[src/rtl/splice_wr_arbiter.sv]
// Round-robin write arbiter: splices one TILE_W-pixel line from one of four
// tile channels into a canvas-addressed burst (command, then TILE_W pixels).
module splice_wr_arbiter #(
   parameter logic [10:0] TILE_W    = 11'd320,
   parameter logic [9:0]  TILE_H    = 10'd180,
   parameter logic [10:0] CANVAS_W  = 11'd1280,
   parameter logic [17:0] BASE_ADDR = 18'd0
) (
   input  logic        clk,
   input  logic        rst,
   input  logic [3:0]  ch_req,
   input  logic [3:0]  ch_vs,
   input  logic [63:0] ch_data,
   output logic [3:0]  ch_rd_en,
   output logic        wr_cmd_valid,
   input  logic        wr_cmd_ready,
   output logic [17:0] wr_cmd_addr,
   output logic [10:0] wr_cmd_len,
   output logic        wr_data_valid,
   input  logic        wr_data_ready,
   output logic [15:0] wr_data,
   output logic        busy
);

   typedef enum logic [1:0] {S_IDLE, S_CMD, S_DATA, S_DONE} state_t;

   state_t      r_state;
   logic [3:0]  r_grant;
   logic [1:0]  r_g;
   logic [1:0]  r_ptr;
   logic [9:0]  r_line_cnt [4];
   logic [3:0]  r_pend;
   logic [10:0] r_pix;
   logic        r_cmd_valid;
   logic        r_data_valid;
   logic [17:0] r_addr;

   logic [1:0]  w_sel;
   logic [1:0]  w_idx;
   logic [9:0]  w_line;
   logic [17:0] w_addr;
   logic        w_accept;
   logic        w_last;

   // Lowest offset from the pointer wins, so scan offsets high to low.
   always_comb begin
      w_sel = r_ptr;
      w_idx = r_ptr;
      for (int k = 3; k >= 0; k--) begin
         w_idx = r_ptr + k[1:0];
         if (ch_req[w_idx]) w_sel = w_idx;
      end
   end

   // A frame start landing in the grant cycle already counts as line 0.
   assign w_line   = ch_vs[w_sel] ? 10'd0 : r_line_cnt[w_sel];
   assign w_addr   = BASE_ADDR
                   + ({8'd0, w_line} * {7'd0, CANVAS_W})
                   + ({16'd0, w_sel} * {7'd0, TILE_W});
   assign w_accept = r_data_valid & wr_data_ready;
   assign w_last   = (r_pix == TILE_W - 11'd1);

   always_ff @(posedge clk) begin
      if (rst) begin
         r_state      <= S_IDLE;
         r_grant      <= '0;
         r_g          <= '0;
         r_ptr        <= '0;
         r_pend       <= '0;
         r_pix        <= '0;
         r_cmd_valid  <= 1'b0;
         r_data_valid <= 1'b0;
         r_addr       <= '0;
         for (int i = 0; i < 4; i++) r_line_cnt[i] <= '0;
      end else begin
         // The granted channel defers its clear to DONE so the burst keeps its address.
         for (int i = 0; i < 4; i++) begin
            if (ch_vs[i]) begin
               if (r_grant[i]) r_pend[i]       <= 1'b1;
               else            r_line_cnt[i]   <= '0;
            end
         end
         case (r_state)
            S_IDLE: begin
               if (|ch_req) begin
                  r_grant     <= 4'b0001 << w_sel;
                  r_g         <= w_sel;
                  r_addr      <= w_addr;
                  r_cmd_valid <= 1'b1;
                  r_state     <= S_CMD;
               end
            end
            S_CMD: begin
               if (wr_cmd_ready) begin
                  r_cmd_valid  <= 1'b0;
                  r_data_valid <= 1'b1;
                  r_state      <= S_DATA;
               end
            end
            S_DATA: begin
               if (w_accept) begin
                  if (w_last) begin
                     r_pix        <= '0;
                     r_data_valid <= 1'b0;
                     r_state      <= S_DONE;
                  end else begin
                     r_pix <= r_pix + 11'd1;
                  end
               end
            end
            S_DONE: begin
               if (r_pend[r_g] || ch_vs[r_g])
                  r_line_cnt[r_g] <= '0;
               else if (r_line_cnt[r_g] == TILE_H - 10'd1)
                  r_line_cnt[r_g] <= '0;
               else
                  r_line_cnt[r_g] <= r_line_cnt[r_g] + 10'd1;
               r_pend[r_g] <= 1'b0;
               r_ptr       <= r_g + 2'd1;
               r_grant     <= '0;
               r_state     <= S_IDLE;
            end
            default: r_state <= S_IDLE;
         endcase
      end
   end

   // Pop is suppressed during reset so an aborted burst cannot steal a pixel.
   assign ch_rd_en      = (w_accept && !rst) ? r_grant : 4'b0000;
   assign wr_data       = r_data_valid ? ch_data[{r_g, 4'b0000} +: 16] : 16'h0000;
   assign wr_cmd_valid  = r_cmd_valid;
   assign wr_cmd_addr   = r_addr;
   assign wr_cmd_len    = TILE_W;
   assign wr_data_valid = r_data_valid;
   assign busy          = (r_state != S_IDLE);

endmodule

[config.mk]
export PLATFORM = sky130hd
export DESIGN_NAME = splice_wr_arbiter
export DESIGN_NICKNAME = d
export VERILOG_FILES = /design/src/rtl/splice_wr_arbiter.sv
export SDC_FILE = /design/constraint.sdc
export NUM_CORES = 1
export LEC_CHECK = 0
export BUFFER_PORTS_ARGS = -buffer_cell sky130_fd_sc_hd__buf_2
export CAP_MARGIN = 20
export CELL_PAD_IN_SITES_DETAIL_PLACEMENT = 0
export CELL_PAD_IN_SITES_GLOBAL_PLACEMENT = 1
export CORE_ASPECT_RATIO = 1.75
export CORE_UTILIZATION = 41
export DETAILED_ROUTE_END_ITERATION = 16
export PLACE_DENSITY_LB_ADDON = 0.1
export SKIP_LAST_GASP = 1
export SYNTH_ARGS = -nofsm -noshare
export SYNTH_HDL_FRONTEND = slang
export SYNTH_SLANG_ARGS = --single-unit
[constraint.sdc]
create_clock -name clk -period 5.85 [get_ports clk]
set_input_delay 1.17 -clock clk [delete_from_list [all_inputs] [get_ports clk]]
set_output_delay 1.17 -clock clk [all_outputs]
set_load 0.01 [all_outputs]
[After elaboration in Yosys (flattened, before gate mapping)]
Memory sizes are Yosys's and may differ from the RTL's. A register that Yosys moved wholly into a read port is not among the register bits.
Cells that the tools add are included.
Operators by class
  add/sub/neg operators: 7
  $mul: 2
  divide/modulo/power cells: 0
  $lt $le $gt $ge: 7
  equality and inequality tests: 9
  shift operators: 2
  multiplexer cells: 91
  bitwise gates (word level): 9
  reduce and logical (&&, ||, !) cells: 16
Operators by type and width (number)
  $mux 10: 7
  $shiftx 64x7->16: 1
  $mux 1: 57
  $mux 2: 10
  $add 18x11->18: 1
  $lt 2x3->1 const B: 6
  $mux 16: 1
  $bmux 1 s2: 7
  $mux 4: 3
  $add 11x1->11 const B: 1
  $eq 11x9->1 const B: 1
  $mux 11: 1
  $add 10x1->10 const B: 1
  $eq 10x8->1 const B: 1
  $mul 10x3->10 const B: 1
  $ne 2x2->1 const B: 4
  $pmux 2 s4: 1
  $pmux 4 s2: 1
  $reduce_and 4->1: 2
  $reduce_bool 2->1: 4
  $or 1x1->1: 6
  $reduce_and 2->1: 3
  $mul 2x3->5 const B: 1
  $add 2x1->2 const B: 2
  16 further kinds: 20
Storage, ports and cells
  flip-flop bits (word level): 45
  bits in latches: 0
  bits in writable memories: 40
  ROM bits: 0
  word-level logic and storage cells: 153
  memories kept: 1
Memories
  r_line_cnt: words 4, width 10, rd ports 2, clocked after memory_dff 1, write ports 5, RTL line 31  | logic [9:0] r_line_cnt [4];

[Depth between registers and ports, before layout]
Gate-level depths: netlist of the first run.
  depth after elaboration: 12
  depth in mapped cells: 21
  mapped depth without buffers: 19

[Least setup slack after synthesis of the first run]
No wires, ideal clock.
  path kind: input to register
  start: input ch_req[2]
  end: register r_addr[17] (netlist: wr_cmd_addr[17])
  setup time: 0.128 ns
  arrival: 4.617 ns
  data required time: 5.722 ns
  slack: 1.105 ns
  stages on the path: 20
  path through: nor2b_1 o21a_1 nor2_1 clkbuf_1 nand2_1 nand3_1 o21ai_1 xnor2_1 nor2_1 ha_1 fa_1 a21oi_1 nor2_1 nor2_1 xnor2_1 or2_2 nor4b_1 nand2_1 nand4_1 o211ai_1
On the way
  longest elaborated chain between the ends: 11
RTL lines
  start, declared: RTL line 11  | input logic [3:0] ch_req,
  $bmux 1 s2: RTL line 51  | if (ch_req[w_idx]) w_sel = w_idx;
  $mux 1 (not written as such): RTL line 51
  $mux 2 (4 in series): RTL line 51
  $bmux 1 s2: RTL line 56  | assign w_line = ch_vs[w_sel] ? 10'd0 : r_line_cnt[w_sel];
  $mux 1 (not written as such): RTL line 56
  $mux 10: RTL line 56
  $mul 10x3->10: RTL line 58  | + ({8'd0, w_line} * {7'd0, CANVAS_W})
  $add 18x11->18: RTL line 59  | + ({16'd0, w_sel} * {7'd0, TILE_W});
  end signal, assigned: RTL line 88  | r_addr <= w_addr;
  end, declared: RTL line 36  | logic [17:0] r_addr;
Parallel ways exist; a longest one is shown, timed or not. The select of a mux whose other input is x is not followed.
A chain may end at the register's enable or synchronous reset.

[Worst setup path after layout of the first run]
  start: input ch_req[3]
  end: register r_addr[17] (netlist: wr_cmd_addr[17])
The elaborated chain is that of the path after synthesis.

==> results of run 1 <==
[metal layers]
layer  part of all wire  GRT usage
met1               0.36      0.230
met2               0.56      0.438
met3              0.058     0.0306
met4              0.021     0.0760
met5                  0          0
[critical path: cells and delay by family]
| family | cells | cell delay, ps |
|---|---|---|
| fa+ha+maj | 2 | 620 |
| xor+xnor | 2 | 270 |
| simple gates | 10 | 1440 |
| buf+inv | 2 | 430 |
| compound gates | 4 | 1200 |
[cell type report]
cell class                 instances  area [µm²]  share of cell area
tap                              171         214              0.0338
multi-input combinational        450        3190               0.503
sequential                        79        1980               0.313
inverter                          15        61.3             0.00967
clock buffer                      13         262              0.0413
clock inverter                     3        18.8             0.00296
timing repair buffer             118         611              0.0963
[stage by stage]
stage / area [µm²] / setup slack [ps] / util
6_report: 6340 / 961 / 0.493
5_1_grt: 6340 / 506 / 0.493
4_1_cts: 6340 / 941 / 0.493
3_5_place_dp: 6060 / 626 / 0.471
3_3_place_gp: 6060 / 720 / 0.471
2_1_floorplan: 5470 / 1110 / -
[power by group through the flow]
stage / registers [µW] / logic [µW] / clock network [µW]
global placement: 750 / 732 / 0
finish: 742 / 738 / 531
floorplan: 719 / 545 / 0
global route: 753 / 817 / 567
detailed placement: 754 / 739 / 0
CTS: 742 / 745 / 543
[layout by cell type, fill, tap and decap left out, types with 8 or more instances in the layout]
cell type / n
a21oi_1: 28
and2_1: 27
buf_2: 110
buf_4: 8
clkbuf_16: 10
conb_1: 17
dfxtp_1: 39
edfxtp_1: 40
ha_1: 22
inv_1: 13
mux4_2: 26
nand2_1: 59
nand3_1: 29
nand4_1: 12
nor2_1: 81
nor3_1: 9
o21ai_0: 16
xnor2_1: 17
xor2_1: 13
[cell families (layout without fill, tap and decap cells)]
| logic type | Yosys count | in the layout | share of synthesized area |
|---|---|---|---|
| xor+xnor | 31 | 31 | 0.0537 |
| simple gates | 257 | 257 | 0.235 |
| other cells | 2 | 17 | 0.00139 |
| compound gates | 87 | 87 | 0.108 |
| flops | 79 | 79 | 0.366 |
| mux | 35 | 35 | 0.127 |
| buf+inv | 56 | 149 | 0.0543 |
| fa+ha+maj | 23 | 23 | 0.0546 |
[sequential cells by signal, indices dropped and copies added (netlist names), named ones only]
| name | cells |
|---|---|
| wr_cmd_addr | 11 |
| r_g | 1 |
| r_pix | 11 |
| r_state | 2 |
| wr_cmd_valid | 1 |
| r_line_cnt | 40 |
| r_ptr | 2 |
| r_grant | 4 |
| wr_data_valid | 1 |
| r_pend | 4 |
[path summary, 6_finish.rpt]
kind / from / end / slack, ps / cells after the start
setup reg to reg: r_ptr[1] / wr_cmd_addr[17] / 1450 / 19
setup / recovery: ch_req[3] / wr_cmd_addr[17] / 960 / 20
hold reg to reg: wr_cmd_addr[9] / wr_cmd_addr[9] / 450 / 2
hold / removal: wr_cmd_addr[9] / wr_cmd_addr[9] / 450 / 2
==> impl_metrics.ini, run 1 <==
[run_status]
outcome = completed

[global_routing]
grt_max_degree = 30
grt_overflow = 0
track_usage = 0.223
grt_first_pass_wirelength_mm = 22.7
grt_pass1_vias = 4451
antenna_found_initial = 0

[logic_synthesis]
synth_top_area_share = 0.222
synth-async-reset-ratio = 0
yosysMostFrequentCell = nor2_1
synth_top_cells_by_count = nor2_1, nand2_1, edfxtp_1, dfxtp_1, nand3_1
ys_types = 63
seq_area_frac_synth = 0.366
syn_area_um2 = 5410
synth-edff-count = 40
synth_flop_cell = edfxtp_1
synth_area_leader_cell = edfxtp_1
ys.warnings.count = 0
synth_area_leaders = edfxtp_1, dfxtp_1, mux4_2
synth.avg_cell_area_um2 = 9.49
syn_inst = 570
synth-seq-cells = 79

[critical_path]
start_kind = input port
cp-end-kind = flip-flop
path_cells = buf_2 -> nor2b_2 -> a2111oi_2 -> nor2_1 -> buf_4 -> nand2_1 -> nand2_1 -> o21ai_0 -> xnor2_1 -> nor2_1 -> ha_1 -> fa_1 -> a21oi_1 -> nor2_1 -> nor2_1 -> xnor2_1 -> or2_2 -> nor4b_1 -> nand4_1 -> o211ai_1
criticalPathCategory = in -> reg
cp_slowest_stage_delay_ps = 550
cp_max_fo = 16
crit_path_frequent_cell = nor2_1
critical_path_arrival_ps = 5140
cp_data_required_time_ps = 6100
critPathSlowestCell = a2111oi_2

[die]
num_rows = 55
die_x_um = 88.8
pin_count = 128
die_y_um = 154
dieArea_um2 = 13700
core_um2 = 12900
start_util = 0.420

[sta]
fin_skew_ps = 12.5
slew_violations = 0
timing.hold.ws_ps = 450
tightest_slew_ps = 1000
hold_viol_final = 0
setup_viol = 0
final.period_utilization = 0.836
fmax_mhz = 205
slew_headroom = 0.330
fin_setup_tns_ps = 0
rsz0062_at_grt = false
fin_crit_ps = 4890

[final_layout]
num_antenna_cells = 0
n_fill_cell = 1259
fin_nets = 772
synthToLayoutAreaGrowth_pct = 17.2
layout.cells.non_filler = 849
final_layout_size_suffix_gt1_frac = 0.264

[placement]
place_congestion = 0.846
port_buffers = 110
dp_cells = 833
dp_hpwl_mm = 11.8

[clock_network]
numClockSinks = 79
post-cts-setup-buffers = 0
cts_root_buf = clkbuf_16
post_cts.resized_instances = 0
cts_max_path_buffers = 2
cts.reportedPaths.clkPinSlew_ps = 50
cts_made_buffers = 9
cts_max_level = 3
postCtsHoldBufs = 0
insertion_delay_ps = 330
cts_tree = done

[run]
maxCapViolations = 0

[pwr]
p_clk_frac = 0.264
powerDensity_nw_per_um2 = 317
fin_total_pwr_uw = 2010
p_int_uw = 1290
p_comb_frac = 0.367
total_leakage_power_uw = 0.00255
sw_frac_of_total = 0.358
switching_power_uw = 721
vdd.ir_drop.worst_uv = 174
power_frac_seq = 0.369

[routing]
num_vias = 4606
antenna_left = 0
via_per_inst = 5.43
firstDrtPassIters = 4
wirelength_mm = 15.1
drc = 0
wl_per_cell_um = 17.8
first_iter_violations = 165

[hold_path]
min_path_type = reg -> reg
Note: power is estimated with default switching activity, not from simulation.
==> run 2, diff against run 1 <==
clock period = 4.8 ns   (was 5.85 ns; I/O delays follow)
==> run 2 against run 1 <==
Effect of this change:
- combinational power up 27%
- clock power grew 25%
- non-clock buffer count increased by 16
- global-route usage shrank 0.15 points
- critical path depth increased by 1
- sequential share of layout area decreased by 0.71 points
- final cell count rose by 1.9%
- worst hold slack gained 5.2 ps
- first-iteration DRC count rose by 21%
- power grew 25%
- clock skew shrank 3.4 ps
- register-to-register slack lost 810 ps
- critical path type unchanged
- critical endpoint unchanged
- largest power group is now combinational logic
==> impl_metrics.ini, run 2 (synthesis results as in run 1) <==
[routing]
firstDrtPassIters = 4
num_vias = 4631
wirelength_mm = 15.0
first_iter_violations = 199
drc = 0
via_per_inst = 5.35
antenna_left = 0
wl_per_cell_um = 17.3

[global_routing]
grt_max_degree = 30
track_usage = 0.222
grt_first_pass_wirelength_mm = 22.6
grt_pass1_vias = 4531
antenna_found_initial = 0
grt_overflow = 0

[critical_path]
critical_path_arrival_ps = 4550
r2r_cells = 20
reg2reg_from = r_ptr[1]
cp_max_fo = 5
crit_start = ch_req[2]
r2r_end = wr_cmd_addr[17]
start_kind = input port
cp_data_required_time_ps = 5020
criticalPathCategory = in -> reg
ff2ff_setup_slack_ps = 640
cp-end-kind = flip-flop

[clock_network]
cts_root_buf = clkbuf_16
cts_max_path_buffers = 2
cts_tree = done
cts.reportedPaths.clkPinSlew_ps = 60
insertion_delay_ps = 340
postCtsHoldBufs = 0
numClockSinks = 79
cts_max_level = 3
cts_made_buffers = 9

[hold_path]
hold_depth = 2
worstHoldEndpoint = wr_cmd_addr[8]
hold_start = wr_cmd_addr[8]
min_path_type = reg -> reg

[die]
num_rows = 55
die_x_um = 88.8
pin_count = 128
die_y_um = 154
core_um2 = 12900
start_util = 0.420
dieArea_um2 = 13700

[final_layout]
num_antenna_cells = 0
final_common_cell = buf_2
synthToLayoutAreaGrowth_pct = 19.9
design_area_um2 = 6480
fin_nets = 788
regMostFlops = r_line_cnt
final_layout_size_suffix_gt1_frac = 0.290
seqCellArea_um2 = 1980
n_fill_cell = 1248
layout_common_cells = buf_2, nor2_1, nand2_1
largest_register_ffs = 40
postLayoutCoreUtil = 0.504
multi_input_area_um2 = 3200

[sta]
final.period_utilization = 0.902
fin_skew_ps = 9.16
hold_viol_final = 0
setup_viol = 0
tightest_slew_ps = 997
fmax_mhz = 231
slew_violations = 0
slew_headroom = 0.335
rsz0062_at_grt = false
fin_crit_ps = 4330

[run_status]
outcome = completed

[placement]
place_congestion = 0.857
dp_hpwl_mm = 11.8
dpl-instance-area_um2 = 6170
port_buffers = 110

[pwr]
total_leakage_power_uw = 0.00264
powerDensity_nw_per_um2 = 387
fin_total_pwr_uw = 2510
vdd.ir_drop.worst_uv = 186

[run]
maxCapViolations = 0
## run 2: timing repair
item,CTS,global route
setup endpoints to repair,0,1
endpoints found under the hold margin,0,0
gates resized for setup,0,3
setup buffers,0,0
## run 2: layer usage
layer | track usage | vias up | part of all wire
met5 | 0 | - | 0
met4 | 0.0753 | 0 | 0.025
met3 | 0.0349 | 23 | 0.060
met2 | 0.435 | 166 | 0.55
met1 | 0.226 | 2190 | 0.36
li1 | - | 2252 | -
## run 2: how the worst max path moves through the flow
| stage | slack, ps | end |
|---|---|---|
| floorplan | 270 | wr_cmd_addr[17] |
| global placement | 30 | wr_cmd_addr[17] |
| detailed placement | -30 | wr_cmd_addr[17] |
| CTS | 290 | wr_cmd_addr[17] |
| global route | 140 | wr_cmd_addr[17] |
| finish | 470 | wr_cmd_addr[17] |
## run 2: worst max-delay path: stages
cell	delay, ps
buf_2	140
nor3_2	70
a2111oi_2	440
nor2_1	150
buf_4	170
nand2_1	60
nand2_1	40
o21ai_0	200
buf_4	170
xnor2_1	60
nor2_1	220
ha_1	280
a21o_1	180
a21oi_1	230
xnor2_1	170
nand2_1	110
or2_2	320
nor4b_2	300
nand2_1	90
nand4_1	100
o211ai_1	100
## run 2: where the power goes
part | switching [µW] | internal [µW] | total, µW
clock | 302 | 363 | 665
sequential | 104 | 801 | 905
combinational | 511 | 429 | 940
total | 918 | 1590 | 2510
## run 2: layout make-up
cell class	instances	area share
Tap cell	171	0.0330
Multi-Input combinational cell	450	0.494
Inverter	15	0.00945
Sequential cell	79	0.306
Clock buffer	9	0.0347
Timing Repair Buffer	134	0.114
Clock inverter	7	0.00965
## run 2: metrics by stage
step / hold WS (ps) / setup slack [ps] / TNS [ps] / instances
CTS: 457 / 294 / 0 / 864
finish: 455 / 472 / 0 / 865
global route: 486 / 138 / 0 / 865
detailed placement: 449 / -32.1 / -32.1 / 848
floorplan: 449 / 265 / 0 / 585
global placement: 445 / 34.2 / 0 / 848
